File: config.mk
export PLATFORM = sky130hd
export DESIGN_NAME = alu_serial_ctrl_flat
export DESIGN_NICKNAME = d
export VERILOG_FILES = /design/src/rtl/alu_serial_ctrl_if.sv /design/src/rtl/alu_serial_ctrl.sv /design/src/flat_wrapper.sv
export SDC_FILE = /design/constraint.sdc
export NUM_CORES = 1
export LEC_CHECK = 0
export ABC_CLOCK_PERIOD_IN_PS = 2400
export BUFFER_PORTS_ARGS = -buffer_cell sky130_fd_sc_hd__buf_2
export CORE_MARGIN = 10
export CORE_UTILIZATION = 55
export CTS_BUF_LIST = sky130_fd_sc_hd__clkbuf_8
export DETAILED_ROUTE_END_ITERATION = 7
export PLACE_DENSITY_LB_ADDON = 0.25
export RECOVER_POWER = 50
export SYNTH_ARGS = -nofsm -noshare
export SYNTH_HDL_FRONTEND = slang
export SYNTH_SLANG_ARGS = --single-unit
File: constraint.sdc
create_clock -name clk -period 2.4 [get_ports clk]
set_input_delay 0.72 -clock clk [delete_from_list [all_inputs] [get_ports clk]]
set_output_delay 0.72 -clock clk [all_outputs]
set_load 0.03 [all_outputs]
File: src/rtl/alu_serial_ctrl_if.sv
// Request/response bundle between an initiator and the serial ALU sequencer.
interface alu_serial_ctrl_if #(
    parameter int WIDTH = 8
);
    logic             start;
    logic [WIDTH-1:0] a_in;
    logic [WIDTH-1:0] b_in;
    logic [3:0]       op;
    logic             busy;
    logic             done;
    logic [WIDTH-1:0] result;
    logic             cout;
    logic             zero;
    logic             overflow;

    modport master (
        output start, a_in, b_in, op,
        input  busy, done, result, cout, zero, overflow
    );

    modport slave (
        input  start, a_in, b_in, op,
        output busy, done, result, cout, zero, overflow
    );
endinterface

File: src/rtl/alu_serial_ctrl.sv
// Bit-serial sequencer driving an external 1-bit ALU slice, LSB first.
// Define OVERFLOW_DETECT_EN to register signed overflow for ADD ops.
module alu_serial_ctrl #(
    parameter int WIDTH = 8
) (
    input  logic                clk,
    input  logic                rst,
    alu_serial_ctrl_if.slave    bus,
    output logic                slice_a,
    output logic                slice_b,
    output logic                slice_cin,
    output logic [3:0]          slice_aluop,
    input  logic                slice_result,
    input  logic                slice_cout
);
    localparam int IW = (WIDTH > 1) ? $clog2(WIDTH) : 1;
    localparam logic [IW-1:0] LAST = IW'(WIDTH - 1);

    typedef enum logic [1:0] {IDLE, RUN, DONE} state_t;

    state_t           state;
    logic [WIDTH-1:0] a_reg;
    logic [WIDTH-1:0] b_reg;
    logic [3:0]       op_reg;
    logic [IW-1:0]    idx;
    logic             carry;
    logic [WIDTH-1:0] result;
    logic [WIDTH-1:0] res_next;
    logic             busy;
    logic             done;
    logic             cout;
    logic             zero;
`ifdef OVERFLOW_DETECT_EN
    logic             overflow;
`endif

    always_comb begin
        res_next      = result;
        res_next[idx] = slice_result;
    end

    // Slice inputs are only meaningful while a bit is being processed.
    always_comb begin
        slice_a     = 1'b0;
        slice_b     = 1'b0;
        slice_cin   = 1'b0;
        slice_aluop = '0;
        if (state == RUN) begin
            slice_a     = a_reg[idx];
            slice_b     = b_reg[idx];
            slice_cin   = carry;
            slice_aluop = op_reg;
        end
    end

    always_ff @(posedge clk or posedge rst) begin
        if (rst) begin
            state    <= IDLE;
            a_reg    <= '0;
            b_reg    <= '0;
            op_reg   <= '0;
            idx      <= '0;
            carry    <= 1'b0;
            result   <= '0;
            busy     <= 1'b0;
            done     <= 1'b0;
            cout     <= 1'b0;
            zero     <= 1'b1;
`ifdef OVERFLOW_DETECT_EN
            overflow <= 1'b0;
`endif
        end else begin
            case (state)
                IDLE, DONE: begin
                    done <= 1'b0;
                    if (bus.start) begin
                        a_reg  <= bus.a_in;
                        b_reg  <= bus.b_in;
                        op_reg <= bus.op;
                        idx    <= '0;
                        result <= '0;
                        // Seeding carry with invert-B turns A + ~B into A - B.
                        carry  <= bus.op[2];
                        busy   <= 1'b1;
                        state  <= RUN;
`ifdef OVERFLOW_DETECT_EN
                        overflow <= 1'b0;
`endif
                    end else begin
                        state <= IDLE;
                    end
                end
                RUN: begin
                    result[idx] <= slice_result;
                    carry       <= slice_cout;
                    if (idx == LAST) begin
                        idx   <= '0;
                        cout  <= slice_cout;
                        zero  <= (res_next == '0);
                        busy  <= 1'b0;
                        done  <= 1'b1;
                        state <= DONE;
`ifdef OVERFLOW_DETECT_EN
                        overflow <= (op_reg[1:0] == 2'b10) ? (carry ^ slice_cout) : 1'b0;
`endif
                    end else begin
                        idx <= idx + 1'b1;
                    end
                end
                default: state <= IDLE;
            endcase
        end
    end

    assign bus.busy   = busy;
    assign bus.done   = done;
    assign bus.result = result;
    assign bus.cout   = cout;
    assign bus.zero   = zero;
`ifdef OVERFLOW_DETECT_EN
    assign bus.overflow = overflow;
`else
    assign bus.overflow = 1'b0;
`endif
endmodule
File: src/flat_wrapper.sv
// flat-port wrapper written by rule: the top's interface ports become plain ports
module alu_serial_ctrl_flat 
#(
    parameter int WIDTH = 8
)
  (clk, rst, slice_a, slice_b, slice_cin, slice_aluop, slice_result, slice_cout, bus_start, bus_a_in, bus_b_in, bus_op, bus_busy, bus_done, bus_result, bus_cout, bus_zero, bus_overflow);
  alu_serial_ctrl_if #(.WIDTH(WIDTH)) bus_i ();
  input  logic clk;
  input  logic rst;
  output logic slice_a;
  output logic slice_b;
  output logic slice_cin;
  output logic [3:0] slice_aluop;
  input  logic slice_result;
  input  logic slice_cout;
  input wire logic [$bits(bus_i.start)-1:0] bus_start;
  input wire logic [$bits(bus_i.a_in)-1:0] bus_a_in;
  input wire logic [$bits(bus_i.b_in)-1:0] bus_b_in;
  input wire logic [$bits(bus_i.op)-1:0] bus_op;
  output wire logic [$bits(bus_i.busy)-1:0] bus_busy;
  output wire logic [$bits(bus_i.done)-1:0] bus_done;
  output wire logic [$bits(bus_i.result)-1:0] bus_result;
  output wire logic [$bits(bus_i.cout)-1:0] bus_cout;
  output wire logic [$bits(bus_i.zero)-1:0] bus_zero;
  output wire logic [$bits(bus_i.overflow)-1:0] bus_overflow;
  assign bus_i.start = bus_start;
  assign bus_i.a_in = bus_a_in;
  assign bus_i.b_in = bus_b_in;
  assign bus_i.op = bus_op;
  assign bus_busy = bus_i.busy;
  assign bus_done = bus_i.done;
  assign bus_result = bus_i.result;
  assign bus_cout = bus_i.cout;
  assign bus_zero = bus_i.zero;
  assign bus_overflow = bus_i.overflow;
  alu_serial_ctrl #(.WIDTH(WIDTH)) u_core (.clk(clk), .rst(rst), .bus(bus_i), .slice_a(slice_a), .slice_b(slice_b), .slice_cin(slice_cin), .slice_aluop(slice_aluop), .slice_result(slice_result), .slice_cout(slice_cout));
endmodule
======== Word-level counts from Yosys, hierarchy flattened ========
Cells that the tools add are included.
word-level totals
  word-level logic and storage cells ...... 55
  register bits ........................... 38
operators by class
  reductions and logical operators ........ 10
  equal/unequal tests ..................... 5
  add/sub/neg operators ................... 1
  magnitude comparators ................... 2
  mux-type cells .......................... 26
operator list
  kind                 number
  $pmux 8 s2           1
  $mux 1               11
  $bwmux 8             1
  $logic_not 8->1      1
  $mux 8               1
  $reduce_and 2->1     4
  $bmux 1 s3           2
  $mux 3               2
  $pmux 1 s2           3
  $pmux 3 s2           1
  $lt 3x4->1 const B   1
  $mux 4               1
  $ne 2x2->1 const B   2
  $pmux 2 s2           1
  $add 3x1->3 const B  1
  $demux 1 s3          1
  $eq 3x3->1 const B   1
  $ge 3x1->1 const B   1
  $reduce_and 3->1     1
  $eq 2x1->1 const B   1
  $eq 2x2->1 const B   1
  $logic_not 2->1      1
  $mux 2               1
  $reduce_bool 2->1    1
  other kinds (2)      2

======== Logic depth before layout (Yosys ltp) ========
  depth in word-level cells ............... 6
  depth in mapped cells ................... 7
  mapped depth without buffers ............ 5

======== Worst setup path before layout ========
OpenSTA, ideal clock, no wires.
  path kind ............................... register to output
  start point ............................. reg u_core.idx[0]
  end point ............................... out slice_b
  setup slack ............................. -13 ps
  required time ........................... 1680 ps
  path buffers ............................ 3
  arrival ................................. 1693 ps
  cell stages (with the launch flop) ...... 7
  cells stage by stage .................... dfrtp_1 > buf_6 > buf_4 > buf_6 > nor3b_2 > nand2_1 > a41oi_1
on the way
  cells in the longest elaborated chain, start to end .. 3
ends and longest elaborated chain
  item                          RTL line                source
  start, declared               alu_serial_ctrl.sv:25   logic [IW-1:0] idx;
  start signal, assigned        alu_serial_ctrl.sv:107  idx <= idx + 1'b1;
  $bmux 1 s3                    alu_serial_ctrl.sv:50   slice_b = b_reg[idx];
  $mux 1 (implied by the code)  alu_serial_ctrl.sv:50
  $mux 1                        alu_serial_ctrl.sv:48   if (state == RUN) begin
  end, declared                 flat_wrapper.sv:11      output logic slice_b;
Every way passes these cells. The select of a mux whose other input is x is not followed.

======== Worst setup path in the final report ========
Ends and elaborated chain as after synthesis.

==> results.py <==
metrics = {
    "sta": {
        "clock.fmax_mhz": 420,
        "timing.final.hold_violations": 0,
        "relSlewSlack": 0.374,
        "worst_slew_pin_tran_ns": 0.940,
        "rsz0062_at_grt": "true",
        "slew_violations": 0,
        "timing.final.crit_share": 0.992,
        "finalCriticalPeriod_ns": 2.38,
        "fin_worst_hold_slack_ns": 0.472,
        "final_critical_path_setup_slack_ns": 0.0193,
        "report.final.setup_viol": 0,
        "fin_worst_skew_ns": 0.00670,
        "totalNegativeSetupSlack_ns": 0,
    },
    "synth": {
        "yosys.area_share.xor_xnor": 0.00451,
        "synth_mux_area_frac": 0.145,
        "ys_warn_count": 0,
        "post_synth_fa_ha_maj_area_fraction": 0.0129,
        "synth.yosys.seq_area_share": 0.490,
        "syn_area_sq_um": 1940,
        "syn_inst": 177,
        "synth_simple_gate_area_share": 0.155,
        "synth_top_family_by_area": "simple AND/OR/NAND/NOR gates",
        "synth.area.top_cells": "dfrtp_1, mux2_1, o21ai_1",
        "yosysTopAreaCell": "dfrtp_1",
        "synth-compound-area-share": 0.137,
        "synth_cell_types": 43,
        "synth-main-ff-cell": "dfrtp_1",
        "synth_seq_cells": 38,
        "asr_flop_ratio_synth": 1.00,
        "syn_area_per_cell_sq_um": 11.0,
        "synth-edff-count": 0,
        "synthesis.nets": 204,
        "synthDominantCellAreaShare": 0.477,
    },
    "worst_setup_path": {
        "worstSetupPathType": "reg2out",
        "crit_path_start_kind": "register",
        "rrSetupSlack_ns": 0.61,
        "launch_point_of_the_worst_reg_to_reg_path": "u_core.idx[1]$_DFFE_PP0P_",
        "path_cells": "mux4_2, nand2b_1, a41oi_2, buf_6",
        "critPathMaxFanout": 6,
        "timing.critical_path.arrival_ns": 1.66,
        "critical-path-slowest-cell": "mux4_2",
        "reg2reg_depth": 6,
        "cp_endpoint_kind": "output pin",
        "cpPeakStageDelay_ns": 0.50,
        "critical_path_required_ns": 1.68,
        "critical_path.reg2reg.endpoint": "u_core.bus.zero$_DFFE_PP1P_",
    },
    "floorplanning": {
        "dieHeight_microns": 79.4,
        "initial_utilization": 0.577,
        "i_o_pin_total": 45,
        "fp.coreArea_sq_um": 3360,
        "core_rows": 21,
        "fp.dieW_microns": 79.4,
        "fp.dieArea_sq_um": 6310,
    },
    "global_routing": {
        "antenna_found_initial": 0,
        "largest_net_degree_at_the_start_of_global_routing": 39,
        "first_global_vias": 1603,
        "grt_ovf": 0,
        "grt_first_pass_wirelength_microns": 7810,
        "grt_util_all_layers": 0.153,
    },
    "route": {
        "viasPerCell": 5.54,
        "dr.first_iter.drc_count": 146,
        "via_count": 1523,
        "final_antenna_net_count": 0,
        "remaining_drc_errors": 0,
        "dr.pass1.iters": 4,
        "wl_microns": 4640,
        "route.detailed.wl_per_inst_microns": 16.9,
    },
    "power_and_ir_drop": {
        "ir_drop_uv": 830,
        "power.density_cell_area_nw_per_um2": 1540,
        "leakagePower_nw": 1.14,
    },
    "clock_tree": {
        "cts.sinks": 38,
        "path_clk_slew_ns": 0.08,
        "cts.path.max_buffers": 2,
        "cts_root_buf": "clkbuf_8",
        "ctsHtreeMaxLevel": 2,
        "worstSkewPairLatency_ns": 0.29,
        "cts_tree": "built",
        "num_cts_buffers": 5,
    },
    "cells_and_area": {
        "layout_cell_share_with_drive_strength_beyond_1": 0.376,
        "layout.cells.most_common": "buf_2",
        "syn2layout_area_growth_pct": 24.0,
        "number_of_antenna_repair_diodes": 0,
        "num-fill-cells": 256,
        "most-common-layout-cells": "buf_2, dfrtp_1, mux2_1",
        "nNetsFinal": 255,
    },
    "place": {
        "place_worst_setup_slack_ns": 0.144,
        "detailed_place_hpwl_microns": 3400,
        "globalplace.congestion": 0.850,
        "port_buffers": 43,
    },
    "run_status": {
        "run_status": "completed",
    },
    "min_path": {
        "min_to": "u_core.carry$_DFFE_PP0P_",
        "min_path_cells": 2,
        "hold_removal_path_class": "reg2reg",
        "hold_path_startpoint": "u_core.carry$_DFFE_PP0P_",
    },
    "job": {
        "max_cap_viol_count": 0,
    },
}
[final cells by class]
type                            instances  area [sq um]  area share
Clock buffer                            8           110      0.0457
Inverter                                3          11.3     0.00468
Multi-Input combinational cell        121           931       0.387
Sequential cell                        38           956       0.397
Tap cell                               46          57.6      0.0239
Timing Repair Buffer                   59           342       0.142
[worst max-delay path by stage]
stage          slack, ns  endpoint                 startpoint
2_1_floorplan       0.05   slice_a  u_core.idx[0]$_DFFE_PP0P_
6_report            0.02   slice_b  u_core.idx[0]$_DFFE_PP0P_
3_5_place_dp        0.14   slice_b  u_core.idx[0]$_DFFE_PP0P_
4_1_cts            -0.02   slice_b  u_core.idx[0]$_DFFE_PP0P_
5_1_grt            -0.05   slice_a  u_core.idx[0]$_DFFE_PP0P_
3_3_place_gp        0.26   slice_b  u_core.idx[0]$_DFFE_PP0P_
[cells in the mapped netlist, drive strengths merged (3+ instances only)]
master   n
nand2   13
a22oi    5
dfrtp   37
and3b    4
nand3    3
and2     6
nor3b    4
nand2b   3
clkbuf   5
buf     10
a21oi    4
o21ai   16
inv      3
mux2    23
nor2    13
[per-layer routing]
metal	vias up	wire (microns)	track usage
met3	6	260	0.0541
li1	726	-	-
met4	0	63	0.0556
met1	756	1980	0.178
met2	35	2330	0.253
met5	-	0	0
[metrics by stage]
step	instance area [sq um]	power (mW)	std cells	util
2_1_floorplan	1950	2.52	177	-
3_3_place_gp	2210	2.92	261	0.656
3_5_place_dp	2210	3.01	261	0.656
4_1_cts	2340	3.60	270	0.697
5_1_grt	2410	3.97	275	0.716
6_report	2410	3.70	275	0.716
[cells by family (layout without fill, tap and decap cells)]
group,count (synthesis),count (layout)
other cells,1,1
simple gates,53,53
buf+inv,18,70
flops,38,38
fa+ha+maj,2,2
xor+xnor,1,1
mux,24,24
compound gates,40,40
[critical path: cells and delay by family, from the launching register on]
kind / cells / cell delay (ns)
AO/OA/AOI/OAI: 1 / 0.15
buffers and inverters: 1 / 0.17
flip-flops: 1 / 0.43
multiplexers: 1 / 0.50
AND/OR/NAND/NOR: 1 / 0.11
[what timing repair did]
action,CTS,global route
endpoints found under the hold margin,0,0
pin swaps,1,4
cloned,0,0
gates resized for setup,7,8
hold buffers,0,0
endpoints found under the setup margin,2,2
buffers inserted,1,5
[power breakdown]
group | leakage [nW] | switching (mW) | internal [mW] | total, mW
logic | 0.630 | 1.13 | 0.872 | 2.00
clock network | 0.0575 | 0.221 | 0.290 | 0.511
registers | 0.457 | 0.240 | 0.953 | 1.19
Power figures use the tool's default switching activity.
